## src/rtl/ascon_bd_sequencer_pkg.sv

```systemverilog
// -----------------------------------------------------------------------------
// ascon_bd_sequencer_pkg
// Shared constants for the host-side Ascon toggle-handshake sequencer:
//   - engine command type codes carried in bd_in_config[10:7]
//   - bit positions inside bd_in_config / bd_out_config
//   - sequencer state encoding
//   - helpers for beat-count clamping and config word assembly
// -----------------------------------------------------------------------------
package ascon_bd_sequencer_pkg;

  // Engine command type codes (4-bit field of bd_in_config)
  localparam logic [3:0] CMD_CONF    = 4'h0;
  localparam logic [3:0] CMD_KEY     = 4'h1;
  localparam logic [3:0] CMD_NONCE   = 4'h2;
  localparam logic [3:0] CMD_TAG     = 4'h3;
  localparam logic [3:0] CMD_AD      = 4'h4;
  localparam logic [3:0] CMD_SKIP_AD = 4'h5;
  localparam logic [3:0] CMD_PLAIN   = 4'h6;
  localparam logic [3:0] CMD_CIPHER  = 4'h7;
  localparam logic [3:0] CMD_OK      = 4'h8;

  // Config bit positions
  localparam int CFG_TYPE_LSB  = 7;
  localparam int CFG_LAST      = 6;
  localparam int CFG_FLAGS_LSB = 1;
  localparam int CFG_TOGGLE    = 0;
  localparam int OUT_AUTH      = 3;
  localparam int OUT_TOGGLE    = 2;

  localparam logic [3:0] MAX_BEATS = 4'd8;

  typedef enum logic [1:0] {
    ST_IDLE = 2'b00,
    ST_WAIT = 2'b01,
    ST_RESP = 2'b10
  } seq_state_e;

  // A beat count of 0 or above 8 means a full 8-beat block
  function automatic logic [3:0] clamp_beats(input logic [3:0] beats);
    logic [3:0] result;
    if ((beats == 4'd0) || (beats > MAX_BEATS)) begin
      result = MAX_BEATS;
    end else begin
      result = beats;
    end
    return result;
  endfunction

  // bd_in_config layout: [15:11]=0, [10:7]=type, [6]=last, [5:1]=flags, [0]=toggle
  function automatic logic [15:0] make_config(input logic [3:0] cmd_type,
                                              input logic       last,
                                              input logic [4:0] flags,
                                              input logic       toggle);
    return {5'b00000, cmd_type, last, flags, toggle};
  endfunction

endpackage

```

## src/rtl/ascon_bd_sequencer.sv

```systemverilog
// -----------------------------------------------------------------------------
// ascon_bd_sequencer
// Takes one 128-bit block command per valid/ready handshake, sends it MSB-first
// to the Ascon engine as 1..8 toggle-handshake beats, gathers the returned
// halfwords into a 128-bit response and reports auth / timeout status.
//
// Ports:
//   clk, rst              clock, asynchronous active-low reset
//   cmd_valid/cmd_ready   command handshake (ready only while idle)
//   cmd_type/flags/beats  engine type code, config flags, beat count (0,>8 -> 8)
//   cmd_data              128-bit payload, beat k = cmd_data[127-16k -: 16]
//   rsp_valid/rsp_ready   response handshake
//   rsp_data/auth/err     collected halfwords, auth bit at final ack, timeout flag
//   bd_in_data/config     beat towards the engine
//   bd_out_data/config    engine return halfword, [3]=auth, [2]=toggle
// -----------------------------------------------------------------------------
module ascon_bd_sequencer
  import ascon_bd_sequencer_pkg::*;
#(
  parameter int TIMEOUT_CYCLES = 1024
) (
  input  logic         clk,
  input  logic         rst,
  input  logic         cmd_valid,
  output logic         cmd_ready,
  input  logic [3:0]   cmd_type,
  input  logic [4:0]   cmd_flags,
  input  logic [3:0]   cmd_beats,
  input  logic [127:0] cmd_data,
  output logic         rsp_valid,
  input  logic         rsp_ready,
  output logic [127:0] rsp_data,
  output logic         rsp_auth,
  output logic         rsp_err,
  output logic [15:0]  bd_in_data,
  output logic [15:0]  bd_in_config,
  input  logic [15:0]  bd_out_data,
  input  logic [15:0]  bd_out_config
);

  localparam int TW = $clog2(TIMEOUT_CYCLES + 1);
  // Terminal compare is one below the limit: the edge that would make the
  // timer reach TIMEOUT_CYCLES is the edge that abandons the beat.
  localparam logic [TW-1:0] TIMER_TERM = TW'(TIMEOUT_CYCLES - 1);

  seq_state_e     state_q, state_d;
  logic [127:0]   payload_q, payload_d;   // beats not yet sent, left-aligned
  logic [3:0]     type_q, type_d;
  logic [4:0]     flags_q, flags_d;
  logic [3:0]     beats_q, beats_d;
  logic [3:0]     beat_idx_q, beat_idx_d; // index of beat currently in flight
  logic           tog_q, tog_d;           // toggle T of the beat in flight
  logic [TW-1:0]  timer_q, timer_d;
  logic [127:0]   rsp_data_q, rsp_data_d;
  logic           rsp_auth_q, rsp_auth_d;
  logic           rsp_err_q, rsp_err_d;
  logic           rsp_valid_q, rsp_valid_d;
  logic [15:0]    bd_data_q, bd_data_d;
  logic [15:0]    bd_cfg_q, bd_cfg_d;

  logic           ack_s;
  logic           last_s;
  logic           next_last_s;
  logic [3:0]     beats_clamped_s;
  logic           out_tog_s;

  assign out_tog_s       = bd_out_config[OUT_TOGGLE];
  assign ack_s           = (out_tog_s != tog_q);
  assign last_s          = (beat_idx_q == (beats_q - 4'd1));
  assign next_last_s     = ((beat_idx_q + 4'd1) == (beats_q - 4'd1));
  assign beats_clamped_s = clamp_beats(cmd_beats);

  // Next-state and next-output computation for the beat sequencer
  always_comb begin
    state_d    = state_q;
    payload_d  = payload_q;
    type_d     = type_q;
    flags_d    = flags_q;
    beats_d    = beats_q;
    beat_idx_d = beat_idx_q;
    tog_d      = tog_q;
    timer_d    = timer_q;
    rsp_data_d = rsp_data_q;
    rsp_auth_d = rsp_auth_q;
    rsp_err_d  = rsp_err_q;
    rsp_valid_d = rsp_valid_q;
    bd_data_d  = bd_data_q;
    bd_cfg_d   = bd_cfg_q;

    case (state_q)
      ST_IDLE: begin
        if (cmd_valid) begin
          // Beat 0 goes out on the accepting edge with T = current engine toggle
          type_d     = cmd_type;
          flags_d    = cmd_flags;
          beats_d    = beats_clamped_s;
          payload_d  = {cmd_data[111:0], 16'h0000};
          beat_idx_d = 4'd0;
          tog_d      = out_tog_s;
          timer_d    = '0;
          rsp_data_d = 128'd0;
          bd_data_d  = cmd_data[127:112];
          bd_cfg_d   = make_config(cmd_type, (beats_clamped_s == 4'd1),
                                   cmd_flags, out_tog_s);
          state_d    = ST_WAIT;
        end else begin
          state_d = ST_IDLE;
        end
      end

      ST_WAIT: begin
        if (ack_s) begin
          rsp_data_d = {rsp_data_q[111:0], bd_out_data};
          timer_d    = '0;
          if (last_s) begin
            rsp_auth_d  = bd_out_config[OUT_AUTH];
            rsp_err_d   = 1'b0;
            rsp_valid_d = 1'b1;
            state_d     = ST_RESP;
          end else begin
            // Next beat adopts the freshly sampled engine toggle, so a stray
            // toggle from an earlier error never desynchronises us.
            beat_idx_d = beat_idx_q + 4'd1;
            bd_data_d  = payload_q[127:112];
            payload_d  = {payload_q[111:0], 16'h0000};
            tog_d      = out_tog_s;
            bd_cfg_d   = make_config(type_q, next_last_s, flags_q, out_tog_s);
          end
        end else if (timer_q == TIMER_TERM) begin
          rsp_err_d   = 1'b1;
          rsp_auth_d  = 1'b0;
          rsp_valid_d = 1'b1;
          timer_d     = '0;
          state_d     = ST_RESP;
        end else begin
          timer_d = timer_q + {{(TW-1){1'b0}}, 1'b1};
        end
      end

      ST_RESP: begin
        // bd_in_* keep the last beat so the engine sees no toggle edge
        if (rsp_ready) begin
          rsp_valid_d = 1'b0;
          rsp_data_d  = 128'd0;
          state_d     = ST_IDLE;
        end else begin
          state_d = ST_RESP;
        end
      end

      default: begin
        state_d = ST_IDLE;
      end
    endcase
  end

  // State and datapath registers
  always_ff @(posedge clk or negedge rst) begin
    if (!rst) begin
      state_q     <= ST_IDLE;
      payload_q   <= 128'd0;
      type_q      <= 4'd0;
      flags_q     <= 5'd0;
      beats_q     <= 4'd0;
      beat_idx_q  <= 4'd0;
      tog_q       <= 1'b0;
      timer_q     <= '0;
      rsp_data_q  <= 128'd0;
      rsp_auth_q  <= 1'b0;
      rsp_err_q   <= 1'b0;
      rsp_valid_q <= 1'b0;
      bd_data_q   <= 16'd0;
      bd_cfg_q    <= 16'd0;
    end else begin
      state_q     <= state_d;
      payload_q   <= payload_d;
      type_q      <= type_d;
      flags_q     <= flags_d;
      beats_q     <= beats_d;
      beat_idx_q  <= beat_idx_d;
      tog_q       <= tog_d;
      timer_q     <= timer_d;
      rsp_data_q  <= rsp_data_d;
      rsp_auth_q  <= rsp_auth_d;
      rsp_err_q   <= rsp_err_d;
      rsp_valid_q <= rsp_valid_d;
      bd_data_q   <= bd_data_d;
      bd_cfg_q    <= bd_cfg_d;
    end
  end

  assign cmd_ready    = (state_q == ST_IDLE);
  assign rsp_valid    = rsp_valid_q;
  assign rsp_data     = rsp_data_q;
  assign rsp_auth     = rsp_auth_q;
  assign rsp_err      = rsp_err_q;
  assign bd_in_data   = bd_data_q;
  assign bd_in_config = bd_cfg_q;

endmodule
```

## config.mk

```make
export PLATFORM = sky130hd
export DESIGN_NAME = ascon_bd_sequencer
export DESIGN_NICKNAME = d
export VERILOG_FILES = /design/src/rtl/ascon_bd_sequencer_pkg.sv /design/src/rtl/ascon_bd_sequencer.sv
export SDC_FILE = /design/constraint.sdc
export NUM_CORES = 1
export LEC_CHECK = 0
export CORE_MARGIN = 8
export CORE_UTILIZATION = 40
export DETAILED_ROUTE_END_ITERATION = 8
export PLACE_DENSITY_LB_ADDON = 0.25
export RECOVER_POWER = 50
export SETUP_SLACK_MARGIN = 0.02
export SLEW_MARGIN = 20
export SYNTH_ARGS = -nofsm -noshare
export SYNTH_HDL_FRONTEND = slang
export SYNTH_SLANG_ARGS = --single-unit
```

## constraint.sdc

```tcl
create_clock -name clk -period 4.7 [get_ports clk]
set_input_delay 0.705 -clock clk [delete_from_list [all_inputs] [get_ports clk]]
set_output_delay 0.705 -clock clk [all_outputs]
set_load 0.005 [all_outputs]
```

After elaboration in Yosys (flattened, before gate mapping)
Cells that the tools add are included.

Bits in registers: 322. Input port bits: 177. Output and inout bits: 164. Logic and storage cells: 91.

$add $sub $neg: 3. Order comparisons: 1. Equal/unequal tests: 14. Muxes and demuxes: 45. Reductions and logical operators: 14.

Operators by type and width (count): 128-bit 2-to-1 mux (6); 128-bit case mux with 3 select lines (1); 128-bit case mux with 2 select lines (1); 16-bit 2-to-1 mux (6); 16-bit case mux with 2 select lines (2); 11-bit 2-to-1 mux (3); 11-bit case mux with 2 select lines (1); 4-bit 2-to-1 mux (4); 1-bit 2-to-1 mux (13); 4-bit AND reduction (3); 11-bit by 1-bit adder with 11-bit output (second input constant) (1); 11-bit by 10-bit equality test with 1-bit output (second input constant) (1); 4-bit equality test (2); 2-bit 2-to-1 mux (4); 2-bit != test (second input constant) (4); 4-bit case mux with 2 select lines (1); 3-bit != test (second input constant) (2); 2-bit case mux with 3 select lines (1); 2-bit AND reduction (3); 2-bit nonzero test (3); 4-bit by 1-bit adder with 4-bit output (second input constant) (1); 4-bit by 1-bit equality test with 1-bit output (second input constant) (1); 4-bit > comparator (second input constant) (1); 4-bit zero test (1); other kinds (10) (11).

Logic depth before layout (Yosys ltp)
Gate-level depths: netlist of the first run.

Depth after elaboration: 6. Mapped depth: 10.

Least setup slack after synthesis of the first run
No wires, ideal clock.

Path type: input-to-reg. From: in cmd_valid. To: reg bd_cfg_q[0] (netlist: bd_in_config[0]). Setup time: 0.127 ns. Arrival time: 1.942 ns. Data required time: 4.573 ns. Setup slack: 2.630 ns. Cell stages on the path: 6. Path through: or3b_2 -> o21ai_0 -> o41a_1 -> buf_2 -> buf_6 -> mux2_1.

Longest elaborated chain between the ends: 2.

Ends and longest elaborated chain: start, declared (line ascon_bd_sequencer.sv:24) `input logic cmd_valid,`; 2-bit != test (no source line); 4-bit AND reduction (no source line); end signal, assigned (line ascon_bd_sequencer.sv:188) `bd_cfg_q <= bd_cfg_d;`; end, declared (line ascon_bd_sequencer.sv:59) `logic [15:0] bd_cfg_q, bd_cfg_d;`.

No other way between the ends. A chain may end at the register's enable or synchronous reset.

Worst setup path in the final report of the first run
From: in cmd_valid. To: reg payload_q[48].

Longest elaborated chain between the ends: 2.

Ends and longest elaborated chain: 2-bit != test (no source line); 4-bit AND reduction (no source line); end signal, assigned (line ascon_bd_sequencer.sv:176) `payload_q <= payload_d;`; end, declared (line ascon_bd_sequencer.sv:47) `logic [127:0] payload_q, payload_d;`.

No other way between the ends.

==> summary.md, run 1 <==
| Metric | Value |
|---|---|
| Max cap viols | 3 |
| Critical path type | input pin to flop |
| Slowest cell on crit path | clkbuf_1 |
| CP dominant cell by count | nor2_1 |
| Detailed Route WL | 35980 microns |
| Sequential element share of the synthesized area | 60.96% |
| Tot GR Track Use | 19.18% |
| I/O Buffers | 321 |
| Slew @ Worst Pin | 2593 ps |
| Req. time, crit path | 5120 ps |
| Total gr overflow | 0 |
| Critical Path Sink Type | flop |
| GPL Wtd Cong | 0.7964 |
| I/O pin count | 341 |
| Site Rows | 64 |
| Layout Area Growth over Synthesis | 37.19% |
| CP Buf/Inv Count | 3 |
| Failing checks | max-capacitance violations, max-slew violations |
| Detail Placement HPWL | 24920 microns |
| Main combinational cell family by area after synthesis | simple AND/OR/NAND/NOR gates |
| Peak Freq | 287.3 MHz |
| Xor/xnor share of the synthesized area | 0.9956% |
| Vias in the first global route | 10137 |
| Tmin final | 3480 ps |
| Number of remaining DRC errors | 0 |
| RSZ-0062 raised after global routing | no |
| Synth top area cells | dfrtp_1 61%, nand2_1 10%, nor2_1 7.7%, o22ai_1 6.1%, o21ai_0 5.9% |
| Clk_lat worst skew | 500 ps |
| Setup-failing EPs final | 0 |
| Initial Util | 40.47% |
| Vias post-DR | 10112 |
| Post-synthesis simple-gate area fraction | 20.02% |
| Top_reg_cell synth | dfrtp_1 |
| Largest net degree at the start of global routing | 111 |
| Post-Synth Adder-Cell Area | 0.3048% |
| First-pass GRT wire length | 56150 microns |
| TNS Setup | 0 ps |
| Run status | complete, but fails checks |
| Post-synthesis average cell area | 9.163 sq um |
| H-tree levels | 2 |
| Cells after Synth | 1344 |
| Post-CTS setup buffers | 0 |
| Die area | 36660 sq um |
| PostCTS Resize Cnt | 0 |
| TritonCTS clock tree | done |
| Final ANT Viol Nets | 0 |
| Drt pass-1 iters | 5 |
| Startpoint Class | input pin |
| Clock sink count | 300 |
| Width of the chip | 191.5 microns |
| Max Fanout on Critical Path | 60 |
| Area share of the largest cell type after synthesis | 60.96% |
| VDD IR max | 0.3781 mV |
| Synth Register Bits | 300 |
| Root buffer cell | clkbuf_16 |
| Initial DRC Count | 662 |
| Reg area | 7507 sq um |
| DR WL/cell | 17.59 microns |
| Total CTS buffers | 34 |
| Initial antenna violation count | 10 |
| Total design power | 11.77 mW |
| Final Cycle Share | 74.05% |
| Cts hold-fix bufs | 0 |
| Layout cell share with drive strength beyond 1 | 4.390% |
| CP cell instances | dlygate4sd3_1, and2_0, clkbuf_1, o41a_2, buf_12, nor2_1, nor2_1 |
| Final Slew Violations | 213 |
| Synthesis Warnings | 0 |
| Clock Path Buffers | 3 |
| Filler cell count in the final layout | 2779 |
| Cell variety after synth | 46 |
| Leading area contributor after synthesis | dfrtp_1 |
| Highest cell delay on the worst timing path | 1080 ps |
| Multi-input gate area | 4345 sq um |
| Fin nets | 1799 |
| Setup Skew | 21.12 ps |
| Slew margin rel. | -72.87% |
| DIE HEIGHT | 191.5 microns |
| Pleak | 7.221 nW |
| Pwr dens | 696.7 nW/um^2 |
| Area of the mapped netlist | 12320 sq um |
| Worst Path Arrival | 3900 ps |
| DR vias/cell | 4.945 |
| Post-synthesis compound-gate area fraction | 13.35% |
| EDFF count, synth | 0 |
| Proportion of synthesized area in mux cells | 0.2641% |
| CP delay by family, top | buffers and inverters |
| Hold Fails Final Rpt | 0 |
| Clock Pin Slew Worst Setup and Hold Paths | 60 ps |
| Hold WC Path Type | flop to flop |
| Total core area | 30430 sq um |
| Post-synthesis async set-or-reset flop share | 100.0% |
==> state kept, by name, summed over array words and instances, names as in the netlist <==
signal and count:
bd_in_data 16, beats_q 4, payload_q 112, type_q 4
rsp_auth 1, bd_in_config 11, timer_q 11, beat_idx_q 4
rsp_valid 1, state_q 2, flags_q 5, rsp_err 1
rsp_data 128
==> worst paths after layout <==
| path | cells after the start | slack (ps) | start | endpoint |
|---|---|---|---|---|
| setup / recovery | 7 | 1220 | cmd_valid | payload_q[48] |
| hold / removal | 2 | 470 | rsp_data[113] | rsp_data[113] |
| setup reg to reg | 7 | 1370 | state_q[1] | payload_q[48] |
| hold reg to reg | 2 | 470 | rsp_data[113] | rsp_data[113] |
| max in group asynchronous | 2 | 2100 | rst | bd_in_data[11] |
| min in group asynchronous | 1 | 970 | rst | payload_q[22] |
==> metal layers <==
layer	vias to the layer above	track usage [%]	wire, microns
met2	267	30.05	16770
met3	55	4.852	2421
met5	-	0	26
met4	4	6.838	1025
met1	4742	25.52	15740
li1	5044	-	-
==> through the flow <==
stage	utilization (%)	setup WS [ps]	instances	hold WS, ps	area [sq um]
global placement	51.80	1456	1979	458.6	15760
detailed placement	51.80	1367	1979	466.1	15760
global route	55.52	944.8	2044	503.6	16890
finish	55.53	1220	2045	471.5	16900
floorplan	-	2630	1348	409.4	12330
CTS	55.52	1386	2036	269.3	16900
==> report_power, final <==
group,switching [mW],internal (mW)
registers,0.690,3.65
clock network,1.04,1.65
logic,2.78,1.96
total,4.51,7.26
==> cell type report <==
type	count	share of cell area (%)
Antenna cell	9	0.1333
Clock buffer	49	5.969
Clock inverter	8	0.7405
Inverter	6	0.1333
Multi-Input combinational cell	942	25.72
Sequential cell	300	44.43
Tap cell	396	2.932
Timing Repair Buffer	335	19.94
==> tightest hold or removal path, delay by kind of cell, from the launching register on <==
family,cells,cell delay (ps)
flops,1,330
simple gates,1,40
compound gates,1,60
==> synthesized netlist by cell type (5+ instances only) <==
| master | number |
|---|---|
| xor2_1 | 5 |
| nor2_1 | 251 |
| o22ai_1 | 121 |
| nand2_1 | 330 |
| inv_1 | 6 |
| dfrtp_1 | 300 |
| xnor2_1 | 9 |
| buf_4 | 16 |
| o21ai_0 | 146 |
| buf_2 | 29 |
| clkbuf_1 | 53 |
| nand3_1 | 24 |
==> placed cells by master, fill, tap and decap left out, drive strengths merged, types with 3 or more instances in the layout <==
master	n
nand3	24
nor2	251
nand2	331
nand2b	4
xor2	5
ha	3
clkinv	3
o21ai	147
xnor2	9
dlygate4sd3	64
or3	4
dfrtp	300
o22ai	121
diode	9
clkbuf	52
conb	5
a21oi	4
bufinv	3
nor3	3
buf	12
inv	7
clkdlybuf4s50	256
==> logic make-up (layout without fill, tap and decap cells) <==
family                   after synthesis  in the layout
XOR/XNOR                              14             14
adder cells (fa/ha/maj)                3              3
AO/OA/AOI/OAI                        287            287
flip-flops                           300            300
other                                  1             14
multiplexers                           3              3
buffers and inverters                106            398
AND/OR/NAND/NOR                      630            630
Note: power is estimated with default switching activity, not from simulation.
==> run 2, diff against run 1 <==
==> constraint.sdc (replaced) <==
create_clock -name clk -period 3.4 [get_ports clk]
set_input_delay 0.51 -clock clk [delete_from_list [all_inputs] [get_ports clk]]
set_output_delay 0.51 -clock clk [all_outputs]
set_load 0.005 [all_outputs]
==> run 2 against run 1 <==
  * The run still ends with max-capacitance violations, max-slew violations left
  * Via count rose by 0.36%
  * Setup slack got worse by 600 ps
  * Final area rose by 0.96%
  * Wire length increased by 0.34%
  * Largest power group unchanged
  * Critical path type is now flop to flop
==> summary.md, run 2 (synthesis results as in run 1) <==
| Metric | Value |
|---|---|
| Drt pass-1 iters | 5 (unchanged) |
| GPL Wtd Cong | 0.7961 (about the same) |
| Worst Path Arrival | 3150 ps (-750 ps) |
| Most frequent cells in the layout | 330 x nand2_1, 300 x dfrtp_1, 259 x clkdlybuf4s50_1 |
| Setup-failing EPs final | 0 (unchanged) |
| Layout Area Growth over Synthesis | 38.51% |
| Clock Pin Slew Worst Setup and Hold Paths | 60 ps (about the same) |
| Width of the chip | 191.5 microns (unchanged) |
| Post-CTS setup buffers | 0 (unchanged) |
| TritonCTS clock tree | done |
| Cts hold-fix bufs | 0 (unchanged) |
| R2R Path End | bd_in_data[14] |
| Total core area | 30430 sq um (unchanged) |
| Reg area | 7507 sq um (unchanged) |
| Vias post-DR | 10148 (+0.36%) |
| CP cell instances | or3b_2, clkbuf_4, o22ai_1, nor2_1 |
| Clock Path Buffers | 3 (unchanged) |
| Critical path type | flop to flop |
| Clock sink count | 300 (unchanged) |
| PostCTS Resize Cnt | 0 (unchanged) |
| Final ANT Viol Nets | 0 (unchanged) |
| Largest net degree at the start of global routing | 156 (+41%) |
| Detailed Route WL | 36100 microns (+0.34%) |
| CP Buf/Inv Count | 1 (-2) |
| Highest cell delay on the worst timing path | 890 ps (-190 ps) |
| Placed Instances | 1987 (+0.40%) |
| Pwr dens | 971.6 nW/um^2 (+39%) |
| Run status | complete, but fails checks |
| Slew margin rel. | -41.34% (+32 points) |
| Max Fanout on Critical Path | 155 (+160%) |
| Fin nets | 1807 (+0.44%) |
| Die area | 36660 sq um (unchanged) |
| Total gr overflow | 0 (unchanged) |
| H-tree levels | 2 (unchanged) |
| Max cap viols | 3 (unchanged) |
| Origin of the critical flop-to-flop path | state_q[1] |
| Pleak | 7.301 nW (+1.1%) |
| Failing checks | max-capacitance violations, max-slew violations |
| Layout cell share with drive strength beyond 1 | 5.155% (+0.76 points) |
| Clk_lat worst skew | 510 ps (about the same) |
| Slew @ Worst Pin | 2120 ps (-472.9 ps) |
| Req. time, crit path | 3770 ps (-1350 ps) |
| Slowest cell on crit path | clkbuf_4 |
| Hold_sp | rsp_data[125] |
| Multi-input gate area | 4345 sq um (unchanged) |
| Worst R2R Path Depth | 4 (-3) |
| Initial Util | 40.47% (unchanged) |
| VDD IR max | 0.6823 mV (+80%) |
| Root buffer cell | clkbuf_16 |
| Setup Skew | 15.44 ps (-5.682 ps) |
| Total CTS buffers | 34 (unchanged) |
| DIE HEIGHT | 191.5 microns (unchanged) |
| Site Rows | 64 (unchanged) |
| DR vias/cell | 4.933 (-0.23%) |
| Hold WC Path Type | flop to flop |
| Detail Placement HPWL | 24980 microns (+0.24%) |
| Tot GR Track Use | 19.23% (+0.057 points) |
| Number of remaining DRC errors | 0 (unchanged) |
| Critical Path Sink Type | flop |
| Initial DRC Count | 778 (+18%) |
| Reg-to-reg slack, setup | 620 ps (-750 ps) |
| I/O pin count | 341 (unchanged) |
| Startpoint Class | flop |
| Non-filler cells, final | 2057 (+0.59%) |
| TNS Setup | 0 ps (unchanged) |
| Hold slack | 469.0 ps (-2.520 ps) |
| Filler cell count in the final layout | 2771 (-0.29%) |
| Hold Fails Final Rpt | 0 (unchanged) |
| RSZ-0062 raised after global routing | no |
| CP delay by family, top | buffers and inverters |
| Hold Path Depth | 2 (unchanged) |
| Hold Crit Endpoint | rsp_data[125] |
| DR WL/cell | 17.55 microns (-0.24%) |
| First-pass GRT wire length | 56150 microns (unchanged) |
| Max FFs per register | 128 (unchanged) |
| Final Slew Violations | 260 (+22%) |
| Final Cycle Share | 81.71% |
| Vias in the first global route | 10155 (+0.18%) |
| Peak Freq | 359.9 MHz |
| Initial antenna violation count | 12 (+2) |
| I/O Buffers | 321 (unchanged) |
| Commonest non-fill, non-tap cell in the layout | nand2_1 |
| Utilization after layout | 56.06% (+0.53 points) |
| Tmin final | 2778 ps |
==> run 2: per-stage QoR <==
step	cell area (sq um)	setup slack (ps)	total power [mW]
after CTS	17070	802.9	16.89
after detailed placement	15860	761.9	12.88
after global placement	15860	813.5	12.74
after global routing	17050	460.9	17.83
final	17060	621.8	16.57
after floorplan	12330	1393	9.991
==> run 2: tightest hold or removal path: cells and delay by family (launching register included) <==
family / cells / cell delay [ps]
simple gates: 1 / 40
compound gates: 1 / 60
flops: 1 / 330
==> run 2: layout make-up <==
class	count	area share, %
antenna	12	0.1760
clock buffer	45	5.765
clock inverter	13	1.306
inverter	6	0.1320
multi-input combinational	942	25.47
sequential	300	44.01
tap	396	2.904
timing repair buffer	343	20.24
==> run 2: worst max path at each step <==
stage / startpoint / end / slack, ps / depth (start not counted)
after floorplan: beats_q[0] / bd_in_config[0] / 1390 / 8
after global placement: bd_out_config[2] / rsp_data[126] / 810 / 6
after detailed placement: bd_out_config[2] / rsp_data[127] / 760 / 6
after CTS: beats_q[0] / payload_q[103] / 800 / 8
after global routing: state_q[1] / bd_in_data[14] / 460 / 4
final: state_q[1] / bd_in_data[14] / 620 / 4
==> run 2: report_power, final <==
part | internal, mW | switching [mW]
Sequential | 5.04 | 0.947
Combinational | 2.79 | 3.86
Clock | 2.49 | 1.45
Total | 10.3 | 6.25
==> run 2: metal layers <==
layer	global-route usage [%]	vias up	share of wire [%]
li1	-	5064	-
met1	25.28	4771	44
met2	29.95	244	47
met3	4.907	63	6.6
met4	7.993	6	2.7
met5	0	-	0.10
==> run 3, diff against run 2 <==
==> constraint.sdc (replaced) <==
create_clock -name clk -period 2.5 [get_ports clk]
set_input_delay 0.375 -clock clk [delete_from_list [all_inputs] [get_ports clk]]
set_output_delay 0.375 -clock clk [all_outputs]
set_load 0.005 [all_outputs]
==> run 3 against run 2 <==
  * The run still ends with max-capacitance violations, max-slew violations left
  * Fmax up 19%
  * Sequential share of layout area down 0.40 points
  * Clock power rose by 30%
  * Global-route usage up 0.27 points
  * Flip-flop and latch count is the same
  * Combinational power is 45% higher
  * Largest power group unchanged
  * Highest routed layer unchanged
==> summary.md, run 3 (synthesis results as in run 1) <==
| Metric | Value |
|---|---|
| Run status | complete, but fails checks |
| Failing checks | max-capacitance violations, max-slew violations |
| Layout Area Growth over Synthesis | 39.77% |
| Clock Pin Slew Worst Setup and Hold Paths | 60 ps (about the same) |
| Initial DRC Count | 586 (-25%) |
| DR vias/cell | 4.963 (+0.60%) |
| Layout cell share with drive strength beyond 1 | 5.702% (+0.55 points) |
| Commonest non-fill, non-tap cell in the layout | nand2_1 |
| Hold Crit Endpoint | payload_q[23] |
| Filler cell count in the final layout | 2758 (-0.47%) |
| I/O Buffers | 321 (unchanged) |
| Detail Placement HPWL | 26050 microns (+4.3%) |
| Clk_lat worst skew | 510 ps (about the same) |
| Hold_sp | cmd_data[7] |
| Width of the chip | 191.5 microns (unchanged) |
| Critical Path Sink Type | flop |
| Max cap viols | 1 (-2) |
| Utilization after layout | 56.57% (+0.51 points) |
| Critical path type | flop to flop |
| Slew margin rel. | -7.313% (+34 points) |
| Vias post-DR | 10288 (+1.4%) |
| DIE HEIGHT | 191.5 microns (unchanged) |
| Final ANT Viol Nets | 0 (unchanged) |
| Die area | 36660 sq um (unchanged) |
| VDD IR max | 0.7715 mV (+13%) |
| Initial antenna violation count | 13 (+1) |
| Largest net degree at the start of global routing | 129 (-17%) |
| Slew @ Worst Pin | 1610 ps (-510.5 ps) |
| Reg-to-reg slack, setup | 160 ps (-460 ps) |
| Worst R2R Path Depth | 9 (+5) |
| Final Slew Violations | 60 (-77%) |
| Peak Freq | 427.0 MHz (+19%) |
| Max FFs per register | 128 (unchanged) |
| Hold Path Depth | 3 (+1) |
| Hold Fails Final Rpt | 0 (unchanged) |
| DR WL/cell | 17.67 microns (+0.65%) |
| H-tree levels | 2 (unchanged) |
| Req. time, crit path | 2920 ps (-850 ps) |
| Vias in the first global route | 10146 (-0.089%) |
| Tmin final | 2342 ps (-436.4 ps) |
| Tot GR Track Use | 19.50% (+0.27 points) |
| Total gr overflow | 0 (unchanged) |
| TritonCTS clock tree | done |
| Site Rows | 64 (unchanged) |
| Detailed Route WL | 36620 microns (+1.4%) |
| Startpoint Class | flop |
| RSZ-0062 raised after global routing | no |
| Hold WC Path Type | input pin to flop |
| First-pass GRT wire length | 56860 microns (+1.3%) |
| TNS Setup | 0 ps (unchanged) |
| Total CTS buffers | 35 (+2.9%) |
| Pleak | 7.379 nW (+1.1%) |
| Final Cycle Share | 93.67% (+12 points) |
| Pwr dens | 1332 nW/um^2 (+37%) |
| Drt pass-1 iters | 4 (-1) |
| Worst Path Arrival | 2760 ps (-390 ps) |
| Max Fanout on Critical Path | 40 (-74%) |
| Setup-failing EPs final | 0 (unchanged) |
| Root buffer cell | clkbuf_16 |
| R2R Path End | payload_q[84] |
| Clock Path Buffers | 3 (unchanged) |
| Number of remaining DRC errors | 0 (unchanged) |
| Origin of the critical flop-to-flop path | beats_q[0] |
| GPL Wtd Cong | 0.8149 (+2.4%) |
| I/O pin count | 341 (unchanged) |
| Initial Util | 40.47% (unchanged) |
| PostCTS Resize Cnt | 0 (unchanged) |
| Clock sink count | 300 (unchanged) |
| Total core area | 30430 sq um (unchanged) |
| Fin nets | 1820 (+0.72%) |
| Most frequent cells in the layout | 330 x nand2_1, 300 x dfrtp_1, 264 x clkdlybuf4s50_1 |
| Setup Skew | 17.84 ps (+2.405 ps) |
[run 3: cell count changes in the layout (fill, tap and decap cells not counted), moves of 3 or more]
cell             before  now
buf_12                7   16
bufinv_16             6    3
clkbuf_1              4    8
clkdlybuf4s50_1     259  264
dlygate4sd3_1        61   57
inv_6                 1    4
[run 3: layout make-up]
cell class	count	area, sq um	share of cell area (%)
clock buffer	50	1002	5.822
clock inverter	13	158.9	0.9231
multi-input combinational	942	4338	25.20
tap	396	495.5	2.878
antenna	11	27.53	0.1599
sequential	300	7507	43.61
timing repair buffer	355	3662	21.27
inverter	6	22.52	0.1308
[run 3: what timing repair did]
action | 4_1_cts | 5_1_grt
endpoints found under the setup margin | 0 | 0
endpoints found under the hold margin | 56 | 0
setup buffers | 0 | 0
hold buffers | 1 | 0
[run 3: worst max path at each step]
stage                from         endpoint  slack, ps
2_1_floorplan  beats_q[0]  bd_in_config[0]        490
3_5_place_dp    cmd_valid    beat_idx_q[2]        180
4_1_cts        beats_q[0]    payload_q[84]        150
6_report       beats_q[0]    payload_q[84]        160
5_1_grt               rst     rsp_data[42]         20
3_3_place_gp    cmd_valid    beat_idx_q[2]        200
[run 3: worst max-delay path: stages (launching register included)]
cell and delay [ps]:
dfrtp_1 410, inv_1 70, ha_1 330, xor2_1 190, nand2b_1 130, o311ai_4 350
buf_12 270, buf_12 220, o22ai_1 120, nor2_1 140
[run 3: layer usage]
| metal | part of all wire [%] | vias to the layer above | global-route usage, % |
|---|---|---|---|
| li1 | - | 5096 | - |
| met1 | 44 | 4845 | 26.22 |
| met2 | 47 | 277 | 30.35 |
| met3 | 6.6 | 64 | 4.743 |
| met4 | 3.0 | 6 | 7.046 |
| met5 | 0.093 | - | 0 |
[run 3: through the flow]
step	total power [mW]	std cells	setup WS, ps	instance area, sq um	hold slack, ps
after floorplan	13.59	1348	493.1	12330	79.41
after global placement	17.85	1998	204.0	16050	351.4
after detailed placement	18.15	1998	175.4	16050	355.4
after CTS	23.37	2062	149.7	17230	366.2
after global routing	24.67	2073	20.22	17210	383.5
final	22.93	2073	158.3	17210	386.6
[run 3: report_power, final]
group          internal (mW)  switching, mW  total (mW)
Combinational           4.27           5.41        9.67
Clock                   3.12           1.99        5.11
Sequential              6.86           1.29        8.14
Total                   14.2           8.68        22.9
